==> src/rtl/vmem_beat_sequencer.sv <==
// vmem_beat_sequencer
//   Breaks one VLEN-bit vector load/store issued by the Memory stage into
//   NBEATS consecutive BEAT_W-bit beats on a req/ack memory bus. Load beats
//   are reassembled into ReadDataM. While the access is in flight StallM
//   freezes the pipeline.
//
// Ports
//   clk, rst      clock (rising edge), asynchronous active-high reset
//   MemReqM       M-stage instruction is a vector load/store
//   MemWriteM     1 = store, 0 = load (qualified by MemReqM)
//   AddrM         vector base byte address (must be VLEN/8-byte aligned)
//   WriteDataM    store data, beat k = WriteDataM[k*BEAT_W +: BEAT_W]
//   StallM        freeze F/D/E/M pipeline registers
//   ReadDataM     assembled load data, held until the next load writes it
//   ReadValidM    one-cycle pulse once a load has completed
//   MisalignErr   one-cycle pulse for an unaligned request (dropped as NOP)
//   mem_req/mem_we/mem_addr/mem_wdata   beat request towards memory
//   mem_ack/mem_rdata                   beat accept / read data from memory
module vmem_beat_sequencer #(
  parameter int VLEN   = 256,
  parameter int BEAT_W = 32,
  parameter int ADDR_W = 32
) (
  input  logic              clk,
  input  logic              rst,
  input  logic              MemReqM,
  input  logic              MemWriteM,
  input  logic [ADDR_W-1:0] AddrM,
  input  logic [VLEN-1:0]   WriteDataM,
  output logic              StallM,
  output logic [VLEN-1:0]   ReadDataM,
  output logic              ReadValidM,
  output logic              MisalignErr,
  output logic              mem_req,
  output logic              mem_we,
  output logic [ADDR_W-1:0] mem_addr,
  output logic [BEAT_W-1:0] mem_wdata,
  input  logic              mem_ack,
  input  logic [BEAT_W-1:0] mem_rdata
);

  localparam int NBEATS     = VLEN / BEAT_W;
  localparam int CNT_W      = (NBEATS > 1) ? $clog2(NBEATS) : 1;
  localparam int ALIGN_W    = $clog2(VLEN / 8);
  localparam int BEAT_BYTES = BEAT_W / 8;

  localparam logic [CNT_W-1:0]  LAST_BEAT = CNT_W'(NBEATS - 1);
  localparam logic [ADDR_W-1:0] STRIDE    = ADDR_W'(BEAT_BYTES);

  typedef enum logic [1:0] {
    IDLE = 2'd0,
    BEAT = 2'd1,
    DONE = 2'd2
  } state_t;

  state_t            state_r;
  state_t            nextState_s;
  logic [CNT_W-1:0]  cnt_r;
  logic [ADDR_W-1:0] baseAddr_r;
  logic [VLEN-1:0]   wdata_r;
  logic              we_r;
  logic [VLEN-1:0]   readData_r;

  logic              aligned_s;
  logic              start_s;
  logic              beatAck_s;

  assign aligned_s = (AddrM[ALIGN_W-1:0] == {ALIGN_W{1'b0}});
  assign start_s   = (state_r == IDLE) && MemReqM && aligned_s;
  assign beatAck_s = (state_r == BEAT) && mem_ack;
  assign ReadDataM = readData_r;

  // State register
  always_ff @(posedge clk or posedge rst) begin
    if (rst) begin
      state_r <= IDLE;
    end else begin
      state_r <= nextState_s;
    end
  end

  // Latch the request on acceptance and step the beat counter on each ack
  always_ff @(posedge clk or posedge rst) begin
    if (rst) begin
      cnt_r      <= {CNT_W{1'b0}};
      baseAddr_r <= {ADDR_W{1'b0}};
      wdata_r    <= {VLEN{1'b0}};
      we_r       <= 1'b0;
    end else if (start_s) begin
      cnt_r      <= {CNT_W{1'b0}};
      baseAddr_r <= AddrM;
      wdata_r    <= WriteDataM;
      we_r       <= MemWriteM;
    end else if (beatAck_s && (cnt_r != LAST_BEAT)) begin
      cnt_r <= cnt_r + {{(CNT_W-1){1'b0}}, 1'b1};
    end
  end

  // Load reassembly: each acked read beat fills its own slice, the rest hold
  always_ff @(posedge clk or posedge rst) begin
    if (rst) begin
      readData_r <= {VLEN{1'b0}};
    end else if (beatAck_s && !we_r) begin
      readData_r[cnt_r*BEAT_W +: BEAT_W] <= mem_rdata;
    end
  end

  // Next-state logic and bus/pipeline handshake outputs
  always_comb begin
    nextState_s = state_r;
    StallM      = 1'b0;
    MisalignErr = 1'b0;
    ReadValidM  = 1'b0;
    mem_req     = 1'b0;
    mem_we      = 1'b0;
    mem_addr    = {ADDR_W{1'b0}};
    mem_wdata   = {BEAT_W{1'b0}};
    case (state_r)
      IDLE: begin
        if (MemReqM) begin
          if (aligned_s) begin
            StallM      = 1'b1;
            nextState_s = BEAT;
          end else begin
            // Unaligned access retires as a NOP: flag it, no stall, no bus traffic
            MisalignErr = 1'b1;
            nextState_s = IDLE;
          end
        end else begin
          nextState_s = IDLE;
        end
      end
      BEAT: begin
        StallM   = 1'b1;
        mem_req  = 1'b1;
        mem_we   = we_r;
        // Address arithmetic wraps modulo 2^ADDR_W by construction
        mem_addr = baseAddr_r + (ADDR_W'(cnt_r) * STRIDE);
        if (we_r) begin
          mem_wdata = wdata_r[cnt_r*BEAT_W +: BEAT_W];
        end else begin
          mem_wdata = {BEAT_W{1'b0}};
        end
        if (mem_ack && (cnt_r == LAST_BEAT)) begin
          nextState_s = DONE;
        end else begin
          nextState_s = BEAT;
        end
      end
      DONE: begin
        // Pipeline advances this cycle; MemReqM still shows the same instr
        ReadValidM  = !we_r;
        nextState_s = IDLE;
      end
      default: begin
        nextState_s = IDLE;
      end
    endcase
  end

endmodule
==> config.mk <==
export PLATFORM = sky130hd
export DESIGN_NAME = vmem_beat_sequencer
export DESIGN_NICKNAME = d
export VERILOG_FILES = /design/src/rtl/vmem_beat_sequencer.sv
export SDC_FILE = /design/constraint.sdc
export NUM_CORES = 1
export LEC_CHECK = 0
export BUFFER_PORTS_ARGS = -buffer_cell sky130_fd_sc_hd__buf_2
export CAP_MARGIN = 20
export CORE_UTILIZATION = 27
export CTS_CLUSTER_SIZE = 12
export DETAILED_ROUTE_END_ITERATION = 16
export PLACE_DENSITY = 0.44
export SLEW_MARGIN = 10
export SYNTH_ARGS = -nofsm -noshare
export SYNTH_HDL_FRONTEND = slang
export SYNTH_SLANG_ARGS = --single-unit
==> constraint.sdc <==
create_clock -name clk -period 28 [get_ports clk]
set_input_delay 1.4 -clock clk [delete_from_list [all_inputs] [get_ports clk]]
set_output_delay 1.4 -clock clk [all_outputs]
set_load 0.005 [all_outputs]
======== Word-level counts from Yosys, hierarchy flattened ========
Cells that the tools add are included.
storage, ports and cells
  register bits ........................... 550
  input bits .............................. 325
  output and inout port bits .............. 325
  word-level logic and storage cells ...... 45
cells by class
  add/subtract/negate cells ............... 3
  equal/unequal tests ..................... 4
  shift operators ......................... 3
  multiplexer cells ....................... 19
  reductions and logical operators ........ 10
operator list
  kind                       number
  $bwmux 256                 1
  $shift 32x34->256 const A  1
  $shiftx 256x9->32          1
  $shiftx 32x34->256         1
  $mux 32                    3
  $neg 8->34                 1
  $add 32x5->32              1
  $mux 1                     9
  $logic_and 1x1->1          6
  $mux 3                     2
  $logic_not 5->1            1
  $mux 2                     2
  $pmux 2 s2                 1
  $add 3x1->3 const B        1
  $eq 3x3->1 const B         1
  $ne 3x3->1 const B         1
  $eq 2x1->1 const B         1
  $eq 2x2->1 const B         1
  $logic_not 2->1            1
  $pmux 1 s2                 1
  $reduce_bool 2->1          1
  $logic_not 1->1            1

======== Logic depth before layout (Yosys ltp) ========
  word-level depth ........................ 5
  gate-level depth with buffers ........... 10
  gate-level depth less buffers ........... 7

======== Worst setup path after synthesis ========
No wires, ideal clock.
  path type ............................... register to output
  start ................................... reg cnt_r[1]
  end ..................................... out mem_addr[24]
  arrival ................................. 2,790 ps
  data required time ...................... 26,600 ps
  slack ................................... 23,810 ps
  stages on the path, launching flop included .. 9
  path buffers ............................ 2
  path through ............................ dfrtp_1 buf_1 clkbuf_1 inv_1 fa_1 nor2b_1 o2111ai_1 or4_1 a21oi_1
between the ends
  longest elaborated chain between the ends .. 2
RTL lines
  item                    RTL line  text
  start, declared         58        logic [CNT_W-1:0] cnt_r;
  start signal, assigned  85        cnt_r <= {CNT_W{1'b0}};
  start signal, assigned  90        cnt_r <= {CNT_W{1'b0}};
  start signal, assigned  95        cnt_r <= cnt_r + {{(CNT_W-1){1'b0}}, 1'b1};
  $add 32x5->32           138       mem_addr = baseAddr_r + (ADDR_W'(cnt_r) * STRIDE);
  $mux 32                 118       case (state_r)
  end, declared           36        output logic [ADDR_W-1:0] mem_addr,
Every way passes these cells.

======== Worst setup path after layout ========
  start ................................... reg cnt_r[1]
  end ..................................... out mem_addr[30]
The elaborated chain is that of the path after synthesis.

==> results by group <==
Outcome
  • Outcome: complete, no violations

Synthesis
  • Syn_nets: 2,209
  • Netlist cell types: 43
  • Xor and xnor area share after synthesis: 0.00224
  • Register bit total from synthesis: 550
  • Cell Area, Synth: 23,500 um^2
  • Post-synthesis sequential area ratio: 0.586
  • Simple-gate portion of the synthesized area: 0.0904
  • Post-synth EDFFs: 0
  • Post-synthesis mux area share: 0.231
  • Syn Area/Cell: 12.5 um^2
  • Largest family of logic cells by synthesized area: multiplexers
  • Compound-Gate Fraction of Synth Area: 0.0589
  • Synth async-reset ratio: 1.00
  • Gate count of the mapped netlist: 1,874
  • Total number of yosys warnings: 0
  • Post-synthesis adder-cell area fraction: 0.00564
  • Commonest register cell after synthesis: dfrtp_1

GRT
  • Largest net degree at the start of global routing: 180
  • Initial antenna violation count: 46
  • First-pass GRT wire length: 126,000 um
  • GRT Total Usage: 0.191
  • GRT overflow: 0
  • Vias in the first global route: 18,122

Place
  • IO Port Bufs: 649
  • Placer Congestion: 0.859
  • Detailed placement HPWL: 62,600 um
  • Placed Cells: 3,576

Critical path
  • Setup CP Type: register to output port
  • Reg2Reg Depth: 6
  • Nature of the critical path endpoint: output port
  • CP startpoint kind: register
  • Critical path fanouts, max: 30
  • Arrival time worst endpoint: 3.71 ns
  • Worst EP required: 26.60 ns

Power and ir drop
  • Static Leak: 0.0148 uW
  • Share of total power in sequential cells: 0.396
  • Power share of the clock group: 0.311
  • Power Dens Cells: 96.5 nW/um^2
  • Cell internal pwr: 1940 uW
  • Worst-case vdd ir drop: 48.9 uV
  • Psw: 980 uW
  • Switching share of power: 0.336
  • Total chip power: 2920 uW
  • Combinational power share: 0.293

Timing
  • Worst-Margin Slew: 1.18 ns
  • Final worst-path cycle share: 0.182
  • Final hold violations: 0
  • Slew headroom: 0.214
  • Final setup viols: 0
  • Period minus WS final: 5.11 ns
  • Unrepaired setup endpoints after global routing: false
  • Setup TNS: 0 ns
  • Setup Skew: 0.0229 ns
  • Max Fclk: 0.196 GHz
  • Final Max Tran Viols: 0

Floorplanning
  • Die Height: 297 um
  • Die area: 88,200 um^2
  • Initial Utilization: 0.274
  • Core footprint: 85,700 um^2
  • Die width: 297 um
  • Site row count: 107
  • Io pins: 650

Clocking
  • Inserted Clock Buffers: 68
  • CTS Sinks: 550
  • Clock root buffer: clkbuf_16
  • Setup Buffers After CTS: 0
  • CTS Buffer Depth: 3
  • CTS tree: built
  • Post-cts resize count: 0
  • H-tree depth: 3
  • Clk_lat worst skew: 0.61 ns
  • Clock-pin slew on the worst setup and hold paths: 0.05 ns
  • Post-CTS Hold Buffers: 0

Finish
  • # fillers: 8,702
  • Commonest non-fill, non-tap cell in the layout: buf_2
  • Layout cell share with drive strength beyond 1: 0.475
  • Layout Nets: 2,838
  • Finished Layout Cells: 3,712
  • Area Overhead vs Synth: 28.8%
  • Most frequent cells in the layout: 650 x buf_2, 547 x dfrtp_1, 372 x nand2_1

Detailed routing
  • DR iter-0 viols: 875
  • Avg WL per Cell: 23.0 um
  • Post-DRT Antenna Nets: 0
  • Residual DRC count: 0
  • Total number of vias: 17,467
  • 1st-pass router iterations: 5
  • Wirelength, routed: 85,300 um
  • Post-DR vias/cell: 4.71

Flow run
  • Max Cap Violations: 0

Hold path
  • Hold Path Stages: 2
  • Hold Path Class: register to register
-- cell type report --
class / count / area, um^2 / share of cell area
antenna: 14 / 35.0 / 0.00116
clock buffer: 97 / 1990 / 0.0658
clock inverter: 24 / 340 / 0.0112
inverter: 14 / 60.1 / 0.00198
multi-input combinational: 1190 / 9160 / 0.302
sequential: 550 / 13800 / 0.455
tap: 1144 / 1430 / 0.0473
timing repair buffer: 679 / 3490 / 0.115
-- cell usage after synthesis, types with 17 or more instances --
cell type / count / area [um^2]
mux4_2: 64 / 1440
nor2b_1: 19 / 119
mux2_2: 348 / 3920
clkbuf_1: 65 / 244
o21ai_0: 199 / 996
a21oi_1: 45 / 225
nand2_1: 373 / 1400
nor2_1: 17 / 63.8
buf_4: 23 / 173
dfrtp_1: 550 / 13800
buf_2: 20 / 100
-- logic make-up after synthesis --
family                     count (synthesis)
buffers and inverters                    134
AOI/OAI and AO/OA                        264
adders and majority gates                 10
muxes                                    419
xor gates and xnor gates                   6
DFF                                      550
and+or+nand+nor                          491
-- metal layers --
metal  share of wire  wire (um)  global-route usage
met1            0.39      33700               0.226
met2            0.50      42700               0.330
met3           0.076       6520              0.0646
met4           0.024       2030              0.0503
met5          0.0042        356                   0
-- flip-flops by register name (all words and copies together), names as in the netlist --
signal and count:
cnt_r 3, baseAddr_r 32, we_r 1, ReadDataM 256
state_r 2, wdata_r 256
-- worst max-delay path, cell delays in order, from the launching register on --
cell and delay [ns]:
dfrtp_4 0.82, inv_1 0.21, fa_1 0.48, nor2b_1 0.31, o2111ai_1 0.39, or4_1 0.52, a21oi_1 0.20, buf_2 0.16
-- stage by stage --
stage | instance area, um^2 | utilization | worst slack, ns | hold WS [ns]
finish | 30300 | 0.353 | 22.89 | 0.473
global route | 30300 | 0.353 | 22.60 | 0.488
CTS | 30200 | 0.353 | 22.70 | 0.479
detailed placement | 27900 | 0.326 | 23.18 | 0.466
global placement | 27900 | 0.325 | 23.28 | 0.459
floorplan | 23500 | - | 11.22 | 0.444
-- power by group through the flow --
| stage | registers, uW | logic [uW] | clock network, uW |
|---|---|---|---|
| after floorplan | 1130 | 481 | 0 |
| after global placement | 1160 | 875 | 0 |
| after detailed placement | 1170 | 883 | 0 |
| after CTS | 1160 | 885 | 938 |
| after global routing | 1190 | 935 | 970 |
| final | 1160 | 856 | 908 |
-- worst paths after layout --
path | start | endpoint | slack, ns
max | cnt_r[1]$_DFFE_PP0P_ | mem_addr[30] | 22.89
min | ReadDataM[88]$_DFFE_PP0P_ | ReadDataM[88]$_DFFE_PP0P_ | 0.47
max reg2reg | state_r[0]$_DFF_PP0_ | wdata_r[78]$_DFFE_PP0P_ | 24.64
min reg2reg | ReadDataM[88]$_DFFE_PP0P_ | ReadDataM[88]$_DFFE_PP0P_ | 0.47
max in group asynchronous | rst | wdata_r[37]$_DFFE_PP0P_ | 24.01
min in group asynchronous | rst | ReadDataM[88]$_DFFE_PP0P_ | 1.02
Note: power is estimated with default switching activity, not from simulation.
